<file path="src/rtl/keypad_pkg.sv">
// Shared keypad constants, scanner FSM states and the one-hot decode helper
// used to classify a completed scan frame.
package keypad_pkg;

  localparam int KP_ROWS = 4;
  localparam int KP_COLS = 4;
  localparam int KP_KEYS = KP_ROWS * KP_COLS;

  typedef enum logic [1:0] {
    IDLE        = 2'd0,
    DEB_PRESS   = 2'd1,
    PRESSED     = 2'd2,
    DEB_RELEASE = 2'd3
  } kp_state_t;

  typedef struct packed {
    logic       valid;
    logic [3:0] idx;
  } onehot_t;

  // valid is set only when exactly one bit of s is high; idx is that bit's position.
  function automatic onehot_t onehot_index(input logic [KP_KEYS-1:0] s);
    onehot_t     r;
    int unsigned n;
    r = '0;
    n = 0;
    for (int i = 0; i < KP_KEYS; i++) begin
      if (s[i]) begin
        n++;
        r.idx = 4'(i);
      end
    end
    r.valid = (n == 1);
    return r;
  endfunction

endpackage

</file>
<file path="src/rtl/sync_2ff.sv">
// Two-flop synchronizer for asynchronous panel inputs; resets to all-ones so
// idle pulled-up lines read inactive straight out of reset.
module sync_2ff #(
  parameter int DATA_W = 4
) (
  input  logic              clk,
  input  logic              rst_n,
  input  logic [DATA_W-1:0] d,
  output logic [DATA_W-1:0] q
);

  logic [DATA_W-1:0] stage_p0;

  always_ff @(posedge clk or negedge rst_n) begin
    if (!rst_n) begin
      stage_p0 <= '1;
      q        <= '1;
    end else begin
      stage_p0 <= d;
      q        <= stage_p0;
    end
  end

endmodule

</file>
<file path="src/rtl/keypad_matrix_scanner.sv">
// 4x4 active-low keypad scanner: walks a low row across the matrix, builds a
// 16-bit frame snapshot, and debounces whole frames into single-key events.
module keypad_matrix_scanner
  import keypad_pkg::*;
#(
  parameter int SCAN_DIV       = 25000,
  parameter int DEBOUNCE_SCANS = 4
) (
  input  logic               clk,
  input  logic               rst_n,
  input  logic [KP_COLS-1:0] col_in,
  output logic [KP_ROWS-1:0] row_out,
  output logic [3:0]         key_code,
  output logic               key_valid,
  output logic               key_held
);

  localparam int DIV_W = $clog2(SCAN_DIV);
  localparam int CNT_W = $clog2(DEBOUNCE_SCANS) + 1;
  localparam int ROW_W = $clog2(KP_ROWS);
  localparam logic [DIV_W-1:0]   DIV_LAST = DIV_W'(SCAN_DIV - 1);
  localparam logic [CNT_W-1:0]   CNT_DONE = CNT_W'(DEBOUNCE_SCANS);
  localparam logic [ROW_W-1:0]   ROW_LAST = ROW_W'(KP_ROWS - 1);
  localparam logic [KP_ROWS-1:0] ROW_ONE  = KP_ROWS'(1);

  logic [KP_COLS-1:0] col_sync;
  logic [DIV_W-1:0]   div;
  logic [ROW_W-1:0]   row;
  logic [KP_KEYS-1:0] snapshot;
  logic [KP_KEYS-1:0] frame_snap;
  logic               tick;
  logic               frame_end;
  logic               frame_empty;
  onehot_t            hit;

  kp_state_t          state, state_n;
  logic [CNT_W-1:0]   cnt, cnt_n;
  logic [3:0]         cand, cand_n;
  logic [3:0]         code_n;
  logic               valid_n, held_n;

  sync_2ff #(.DATA_W(KP_COLS)) u_col_sync (
    .clk   (clk),
    .rst_n (rst_n),
    .d     (col_in),
    .q     (col_sync)
  );

  assign tick      = (div == DIV_LAST);
  assign frame_end = tick && (row == ROW_LAST);
  assign row_out   = ~(ROW_ONE << row);

  // The last row is sampled on the same edge the frame is judged, so splice it in live.
  assign frame_snap  = {~col_sync, snapshot[KP_KEYS-KP_COLS-1:0]};
  assign frame_empty = (frame_snap == '0);
  assign hit         = onehot_index(frame_snap);

  always_ff @(posedge clk or negedge rst_n) begin
    if (!rst_n) begin
      div      <= '0;
      row      <= '0;
      snapshot <= '0;
    end else if (tick) begin
      div <= '0;
      row <= row + 1'b1;
      snapshot[row*KP_COLS +: KP_COLS] <= ~col_sync;
    end else begin
      div <= div + 1'b1;
    end
  end

  always_ff @(posedge clk or negedge rst_n) begin
    if (!rst_n) begin
      state     <= IDLE;
      cnt       <= '0;
      cand      <= '0;
      key_code  <= '0;
      key_valid <= 1'b0;
      key_held  <= 1'b0;
    end else begin
      state     <= state_n;
      cnt       <= cnt_n;
      cand      <= cand_n;
      key_code  <= code_n;
      key_valid <= valid_n;
      key_held  <= held_n;
    end
  end

  always_comb begin
    state_n = state;
    cnt_n   = cnt;
    cand_n  = cand;
    code_n  = key_code;
    valid_n = 1'b0;
    held_n  = key_held;
    if (frame_end) begin
      unique case (state)
        IDLE: begin
          if (hit.valid) begin
            cand_n  = hit.idx;
            cnt_n   = CNT_W'(1);
            state_n = DEB_PRESS;
          end
        end
        DEB_PRESS: begin
          if (hit.valid && hit.idx == cand) begin
            if (cnt + 1'b1 == CNT_DONE) begin
              state_n = PRESSED;
              cnt_n   = '0;
              code_n  = cand;
              valid_n = 1'b1;
              held_n  = 1'b1;
            end else begin
              cnt_n = cnt + 1'b1;
            end
          end else begin
            state_n = IDLE;
            cnt_n   = '0;
          end
        end
        PRESSED: begin
          if (frame_empty) begin
            cnt_n   = CNT_W'(1);
            state_n = DEB_RELEASE;
          end
        end
        DEB_RELEASE: begin
          if (frame_empty) begin
            if (cnt + 1'b1 == CNT_DONE) begin
              state_n = IDLE;
              cnt_n   = '0;
              held_n  = 1'b0;
            end else begin
              cnt_n = cnt + 1'b1;
            end
          end else begin
            state_n = PRESSED;
            cnt_n   = '0;
          end
        end
        default: state_n = IDLE;
      endcase
    end
  end

endmodule

</file>
<file path="config.mk">
export PLATFORM = sky130hd
export DESIGN_NAME = keypad_matrix_scanner
export DESIGN_NICKNAME = d
export VERILOG_FILES = /design/src/rtl/keypad_pkg.sv /design/src/rtl/sync_2ff.sv /design/src/rtl/keypad_matrix_scanner.sv
export SDC_FILE = /design/constraint.sdc
export NUM_CORES = 1
export LEC_CHECK = 0
export BUFFER_PORTS_ARGS = -buffer_cell sky130_fd_sc_hd__buf_4
export CORE_ASPECT_RATIO = 0.7
export CORE_UTILIZATION = 30
export CTS_CLUSTER_DIAMETER = 100
export DETAILED_ROUTE_END_ITERATION = 16
export HOLD_SLACK_MARGIN = 0.02
export PLACE_DENSITY = 0.56
export SETUP_SLACK_MARGIN = 0.15
export SYNTH_ARGS = -nofsm -noshare
export SYNTH_HDL_FRONTEND = slang
export SYNTH_HIERARCHICAL = 1
export SYNTH_SLANG_ARGS = --single-unit
</file>
<file path="constraint.sdc">
create_clock -name clk -period 12.2 [get_ports clk]
set_input_delay 0 -clock clk [delete_from_list [all_inputs] [get_ports clk]]
set_output_delay 0 -clock clk [all_outputs]
set_load 0.01 [all_outputs]
</file>
## After elaboration in Yosys (flattened, before gate mapping)

Cells that the tools add are included.

| word-level totals | value |
|---|---|
| bits in registers | 56 |
| output and inout port bits | 10 |
| logic and storage cells | 116 |
| input bits | 6 |

| operators by class | value |
|---|---|
| bitwise operators | 2 |
| multiplexer cells | 55 |
| reduce and logical (&&, ||, !) cells | 10 |
| equal/unequal tests | 16 |
| add/sub/neg operators | 19 |
| shift-type cells | 3 |

Operators with widths:

| kind | count |
|---|---|
| $add 32x1->32 const B | 15 |
| $mux 32 | 15 |
| $mux 4 | 13 |
| $neg 4->34 | 1 |
| $shift 4x34->16 const A | 1 |
| $shiftx 4x34->16 | 1 |
| $eq 32x1->1 const B | 1 |
| $bwmux 16 | 1 |
| $logic_not 16->1 | 1 |
| $add 15x1->15 const B | 1 |
| $eq 15x15->1 const B | 1 |
| $mux 15 | 1 |
| $mux 3 | 5 |
| $mux 2 | 7 |
| $ne 2x2->1 const B | 6 |
| $pmux 3 s4 | 1 |
| $mux 1 | 10 |
| $not 4->4 | 2 |
| $pmux 2 s4 | 1 |
| $eq 2x2->1 const B | 3 |
| $ne 3x3->1 const B | 2 |
| $reduce_and 3->1 | 2 |
| $reduce_and 6->1 | 1 |
| $reduce_and 5->1 | 1 |
| other kinds (11) | 12 |

## Longest topological paths before layout

Gate-level depths: netlist of run 1.

| logic depth | value |
|---|---|
| depth after elaboration | 36 |
| depth in mapped cells | 55 |
| depth with buffers taken out | 54 |

## Cells and area by module

Netlist of run 1, hierarchy kept.

By module, submodules not included:

| module | area an instance (um2) | instances | cells each | seq. area each (um2) |
|---|---|---|---|---|
| keypad_matrix_scanner | 4296.6 | 1 | 502 | 1101.1 |
| sync_2ff | 210.2 | 1 | 8 | 210.2 |

## Worst setup path before layout of run 1

No wires, ideal clock.

| timing | value |
|---|---|
| path type | reg-to-reg |
| from | register snapshot[1] |
| to | register cand[1] |
| data required time | 12.075 ns |
| cell stages (with the launch flop) | 52 |
| setup slack | 2.368 ns |
| period minus slack after synthesis | 9.832 ns |
| arrival | 9.707 ns |
| buffers on the path | 1 |
| setup time | 0.125 ns |
| path through | dfrtp_1 -> inv_1 -> ha_1 -> xor2_1 -> ha_1 -> nand2_1 -> o21ai_0 -> ha_1 -> nand2_1 -> o21ai_0 -> or2_2 -> ha_1 -> nand2b_1 -> o31ai_1 -> inv_1 -> ha_1 -> nand2_1 -> nand2_1 -> [16 not listed] -> a21oi_1 -> ha_1 -> o21ai_0 -> a31oi_1 -> ha_1 -> nand2b_1 -> nand2_1 -> ha_1 -> nor2_1 -> a31oi_1 -> ha_1 -> o41ai_1 -> o211ai_1 -> nor3_2 -> nand4b_1 -> or3_1 -> buf_2 -> mux2_4 |

| on the way | value |
|---|---|
| cells in the longest elaborated chain, start to end | 31 |

RTL lines:

| what | RTL line | text |
|---|---|---|
| from (decl) | keypad_matrix_scanner.sv:29 | `logic [KP_KEYS-1:0] snapshot;` |
| from (signal, indexed assignment) | keypad_matrix_scanner.sv:66 | `snapshot[row*KP_COLS +: KP_COLS] <= ~col_sync;` |
| $mux 32 * | keypad_pkg.sv:28 | `if (s[i]) begin` |
| $add 32x1->32 | keypad_pkg.sv:29 | `n++;` |
| $mux 32 * | keypad_pkg.sv:28 |  |
| $add 32x1->32 | keypad_pkg.sv:29 |  |
| $mux 32 * | keypad_pkg.sv:28 |  |
| $add 32x1->32 | keypad_pkg.sv:29 |  |
| $mux 32 * | keypad_pkg.sv:28 |  |
| $add 32x1->32 | keypad_pkg.sv:29 |  |
| [15 not listed] | -- |  |
| $add 32x1->32 | keypad_pkg.sv:29 |  |
| $mux 32 * | keypad_pkg.sv:28 |  |
| $add 32x1->32 | keypad_pkg.sv:29 |  |
| $mux 32 * | keypad_pkg.sv:28 |  |
| $add 32x1->32 | keypad_pkg.sv:29 |  |
| $mux 32 * | keypad_pkg.sv:28 |  |
| $eq 32x1->1 * | keypad_pkg.sv:33 | `r.valid = (n == 1);` |
| $reduce_and 3->1 (no source line) * | -- |  |
| to (signal assigned) | keypad_matrix_scanner.sv:83 | `cand <= cand_n;` |
| to (decl) | keypad_matrix_scanner.sv:38 | `logic [3:0] cand, cand_n;` |

Mark *: on every way between the ends. The rest lies on a longest branch, timed or not.
A chain may end at the register's enable or synchronous reset.

## Final worst setup path of run 1

| timing | value |
|---|---|
| from | register snapshot[1] |
| to | register cand[2] |

The elaborated chain is that of the path after synthesis.

==> flow_summary.ini, run 1 <==
[job]
drv_cap = 0

[global_routing]
antenna_found_initial = 0
grtUsageMet3_pct = 2.49
grt_overflow_total = 0
grt_pass1_vias = 3371
grt_pass1_wl_um = 16200
grt_busiest_layer = met1
grt_max_degree = 53
track_usage_pct = 13.0
use_met2_pct = 17.8
grtUsageMet1_pct = 20.3

[run_status]
status = finished clean

[logic_synthesis]
ys_ff_latch = 52
async_reset_ff_share_pct = 100
netlist.area_leader.share_pct = 24.4
synth_most_common_cell = nand2_1
synth_area_mm2 = 0.00451
synth_cell_type_count = 81
synthesis.nets = 541
synth_top_area_cell = dfrtp_1
synth-warning-count = 6
synth_edf_count = 0
synth_area_leaders = dfrtp_1, ha_1, nand2_1
synth_ff_type = dfrtp_1
ys_seq_area_share_pct = 29.1
synth.cells.most_frequent = nand2_1, dfrtp_1, nor2_1
syn_inst = 510
syn_avg_cell_area_um2 = 8.84

[setup_path]
critPathKind = flip-flop to flip-flop
end_kind = flip-flop
crit_fanout = 5
cpMostUsedCell = ha_1
required_ns = 12.38
crit_buf_inv = 4
crit_family = adder cells
cp.arrival_ns = 11.40
cp_slowest_cell = or3_1
critPathLaunchType = flip-flop
max_stage_delay_ns = 0.50

[clock_network]
clockBufferDepth = 2
cts.sinks = 52
cts_made_buffers = 5
insertion_delay_ns = 0.30
htreeDepth = 2
tritoncts = yes
clk_pin_slew_ns = 0.07
cts_root_buf = clkbuf_16
post-cts-setup-buffers = 0

[cells_and_area]
diodes = 0
stdcell_count = 712
final_nets = 547
utilization_pct = 33.9
drive_gt1_share_pct = 12.2
area_delta_synth_final_pct = 10.3

[power_and_ir_drop]
power.total_uw = 338
leakagePower_nw = 2.08
peakVddDrop_v = 0.0000541
p_per_area_mw_per_mm2 = 67.9

[die]
rows = 37
ios = 16
fp.dieArea_mm2 = 0.0155
die_h_um = 105
core_area_mm2 = 0.0147
die_w_um = 148
start_util_pct = 30.7

[drt]
viasPerCell = 5.06
initialDrtViolationCount = 296
wl_per_cell_um = 13.5
vias = 3606
drtPass1Iterations = 4
drc = 0
drtAntennaViolNets = 0
drt_wl_total_um = 9580

[sta]
rsz0062_at_grt = no
setup-tns-final_ns = 0
slew_violations = 0
fmax_ghz = 0.0891
report.final.hold_viol_count = 0
skew_ns = 0.00690
fin_crit_ns = 11.22
tightestPinTransition_ns = 1.03
setup_viol = 0
min_period_over_period_pct = 92.0
slew_headroom_pct = 31.1

[placement]
dp_hpwl_um = 7570
port_buffers = 15
placedCellCount = 699
finalWeightedCongestion = 0.793

[hold_path]
hold_path.class = input pin to async pin
-- layer usage --
layer,vias up,wire [um]
met4,0,100
met2,63,3780
li1,1840,-
met1,1693,5380
met5,-,0
met3,10,323
-- final timing paths --
| path | from | endpoint | slack (ns) | depth (start not counted) |
|---|---|---|---|---|
| setup / recovery | snapshot[1] | cand[2] | 0.98 | 51 |
| hold / removal | rst_n | div[5] | 0.25 | 2 |
| setup reg to reg | snapshot[1] | cand[2] | 0.98 | 51 |
| hold reg to reg | u_col_sync/stage_p0[3] | u_col_sync/q[3] | 0.36 | 0 |
| max in group asynchronous | rst_n | cnt[0] | 11.50 | 2 |
| min in group clk | col_in[0] | u_col_sync/stage_p0[0] | 0.34 | 2 |
-- worst register-to-register path: cells and delay by family, from the launching register on --
family / cells / cell delay, ns
AO/OA/AOI/OAI: 15 / 2.62
XOR/XNOR: 2 / 0.36
adder cells (fa/ha/maj): 14 / 4.20
buffers and inverters: 4 / 0.38
flip-flops: 1 / 0.39
multiplexers: 2 / 0.61
AND/OR/NAND/NOR: 14 / 2.57
-- cell type report --
cell class	instances	area, um^2
Clock buffer	5	125
Sequential cell	52	1310
Fill cell	1497	9700
Tap cell	195	244
Multi-Input combinational cell	409	3000
Clock inverter	3	22.5
Timing Repair Buffer	20	163
Inverter	28	105
-- kinds of logic after synthesis --
family          Yosys count  synth area share [%]
compound gates          107                  17.3
xor+xnor                 58                  15.4
fa+ha+maj                27                  7.38
buf+inv                  49                  4.30
flops                    52                  29.1
mux                      14                  3.61
simple gates            203                  22.9
-- what timing repair did --
item,in CTS,in global routing
gates resized for setup,0,0
endpoints found under the hold margin,48,0
hold buffers,5,0
-- cell usage in the layout, fill, tap and decap left out, types with 12 or more instances in the layout --
cell type	Yosys	routed
nand2_1	64	64
o31ai_1	16	16
nand3_1	23	23
dfrtp_1	44	44
inv_1	27	27
xor2_1	21	21
xnor2_1	23	23
o21ai_0	12	12
a21oi_1	17	17
ha_1	25	25
nor2_1	37	37
buf_4	0	15
-- through the flow --
step / hold WS, ns / cell area (um^2) / setup WS [ns]
2_1_floorplan: -0.296 / 4510 / 2.37
3_3_place_gp: 0.0691 / 4770 / 1.43
3_5_place_dp: 0.0701 / 4770 / 1.10
4_1_cts: 0.287 / 4970 / 1.03
5_1_grt: 0.332 / 4970 / 0.165
6_report: 0.253 / 4970 / 0.977
-- power breakdown --
part           total [mW]  switching, mW  internal, mW
registers           0.178        0.00306         0.175
logic              0.0189         0.0112       0.00776
clock network       0.141         0.0639        0.0768
total               0.338         0.0782         0.259
-- flip-flops by register name, summed over array words and instances (netlist names) --
name,flops
u_col_sync/q,4
div,15
key_valid,1
cand,4
state,2
key_held,1
u_col_sync/stage_p0,4
cnt,3
row,2
snapshot,12
key_code,4
(Power assumes the default switching activity.)
==> inputs of run 2 (changes only) <==
--- a/config.mk
+++ b/config.mk
@@ -5,6 +5,7 @@
 export SDC_FILE = /design/constraint.sdc
 export NUM_CORES = 1
 export LEC_CHECK = 0
+export ABC_AREA = 1
 export BUFFER_PORTS_ARGS = -buffer_cell sky130_fd_sc_hd__buf_4
 export CORE_ASPECT_RATIO = 0.7
 export CORE_UTILIZATION = 30
==> flow_summary.ini, run 2 <==
[die]
fp.dieArea_mm2 = 0.0154
die_h_um = 104
core_area_mm2 = 0.0142
ios = 16
start_util_pct = 31.4
rows = 36
die_w_um = 148

[cells_and_area]
stdcell_count = 897
largest_reg_flops = 15
regMostFlops = div
drive_gt1_share_pct = 16.8
final_nets = 737
area_delta_synth_final_pct = 12.7
reg_top3 = div: 15 flops, snapshot: 12 flops
mostFrequentLayoutCell = nand2_1
final_cell_mix = nand2_1, inv_1, nand3_1
diodes = 0

[placement]
dp_hpwl_um = 7580
placedCellCount = 884
finalWeightedCongestion = 0.857
port_buffers = 15

[sta]
tightestPinTransition_ns = 0.649
skew_ns = 0.00443
slew_violations = 0
slew_headroom_pct = 56.8
setup_viol = 0
min_period_over_period_pct = 72.0
rsz0062_at_grt = no
fmax_ghz = 0.114
fin_crit_ns = 8.79
report.final.hold_viol_count = 0
setup-tns-final_ns = 0

[logic_synthesis]
synth_most_common_cell = nand2_1
synth_area_mm2 = 0.00446
synth_ff_type = dfrtp_1
synth_top_family_by_area = simple AND/OR/NAND/NOR gates
netlist.area_leader.share_pct = 24.7
synthSimpleGateAreaFrac_pct = 45.6
synth-warning-count = 6
synth-compound-area-share_pct = 5.76
ys_seq_area_share_pct = 29.4
ys_ff_latch = 52
synthMuxAreaShare_pct = 0.253
syn_inst = 679
synth_area_leaders = dfrtp_1, nand2_1, inv_1
synth_xor_area_share_pct = 1.18
synthesis.nets = 710
synth-adder-area-share_pct = 7.02
synth_edf_count = 0
synth_top_area_cell = dfrtp_1
synth_cell_type_count = 29
syn_avg_cell_area_um2 = 6.56
async_reset_ff_share_pct = 100
synth.cells.most_frequent = nand2_1, inv_1, nand3_1

[clock_network]
clk_pin_slew_ns = 0.07
cts_made_buffers = 5
insertion_delay_ns = 0.29
cts_resized = 0
cts.sinks = 52
clockBufferDepth = 2
htreeDepth = 2
tritoncts = yes
cts_root_buf = clkbuf_16

[global_routing]
grt_pass1_vias = 3723
grt_pass1_wl_um = 17200
grt_overflow_total = 0
antenna_found_initial = 0
grt_max_degree = 53
track_usage_pct = 13.5

[drt]
vias = 3934
wl_per_cell_um = 10.4
drtAntennaViolNets = 0
wl_met1_um = 5800
drc = 0
top_layer = met4
initialDrtViolationCount = 156
viasPerCell = 4.39
met3_length_um = 187
drt_wl_total_um = 9360
drtPass1Iterations = 4
met2_length_um = 3330

[power_and_ir_drop]
power.switching_uw = 76.5
peakVddDrop_v = 0.0000553
internal_power_uw = 277
p_per_area_mw_per_mm2 = 70.4
comb_power_share_pct = 4.7
swShare_pct = 21.6
leakagePower_nw = 2.61
seq_power_share_pct = 49.9
clock_power_share_pct = 45.5

[run_status]
status = finished clean

[job]
drv_cap = 0

[setup_path]
crit_buf_inv = 8
cpMostUsedCell = nand2_1
r2r_cells = 59
cp_slowest_cell = dfrtp_1
cp_num_cells = 59
end_kind = flip-flop
critPathLaunchType = flip-flop
required_ns = 12.39
max_stage_delay_ns = 0.38
crit_family = adder cells
cp.arrival_ns = 8.97
crit_fanout = 6
critPathKind = flip-flop to flip-flop

[hold_path]
hold_path.class = input pin to async pin
[run 2: layout make-up]
| cell class | instances | area (um^2) |
|---|---|---|
| tap | 190 | 238 |
| clock buffer | 5 | 125 |
| timing repair buffer | 20 | 163 |
| sequential | 52 | 1310 |
| inverter | 128 | 480 |
| multi-input combinational | 499 | 2660 |
| fill | 1562 | 9170 |
| clock inverter | 3 | 42.5 |
[run 2: per-stage QoR]
stage               hold WS [ns]  utilization (%)  setup slack (ns)  total power, mW  cell area [um^2]
finish                     0.266             35.4              3.41            0.354              5020
global route               0.344             35.4              2.45            0.368              5020
CTS                        0.307             35.4              3.34            0.357              5020
detailed placement        0.0816             33.9              3.39            0.195              4810
global placement          0.0826             33.9              3.56            0.195              4810
floorplan                 -0.296                -              4.06            0.188              4460
[run 2: final timing paths]
path,startpoint,endpoint,slack (ns)
max,snapshot[0],key_code[2],3.41
min,rst_n,key_code[0],0.27
max reg2reg,snapshot[0],key_code[2],3.41
min reg2reg,u_col_sync/stage_p0[3],u_col_sync/q[3],0.36
max in group asynchronous,rst_n,snapshot[9],11.49
min in group clk,col_in[3],u_col_sync/stage_p0[3],0.35
[run 2: metal layers]
metal	vias up	track usage [%]
met1	1711	21.8
met2	35	18.6
met4	0	1.99
met5	-	0
li1	2184	-
met3	4	1.93
[run 2: power by group through the flow]
stage	Sequential (mW)	Combinational, mW	Clock, mW
floorplan	0.179	0.00894	0
global placement	0.180	0.0157	0
detailed placement	0.180	0.0157	0
CTS	0.176	0.0170	0.164
global route	0.177	0.0194	0.172
finish	0.176	0.0165	0.161
[run 2: what timing repair did]
item,CTS,global route
setup buffers,0,0
hold buffers,5,0
endpoints found under the hold margin,48,0
[run 2: logic make-up (layout without fill, tap and decap cells)]
logic type,Yosys count,count (layout)
XOR/XNOR,6,6
AO/OA/AOI/OAI,49,49
adder cells (fa/ha/maj),25,25
AND/OR/NAND/NOR,418,418
multiplexers,1,1
buffers and inverters,128,156
flip-flops,52,52
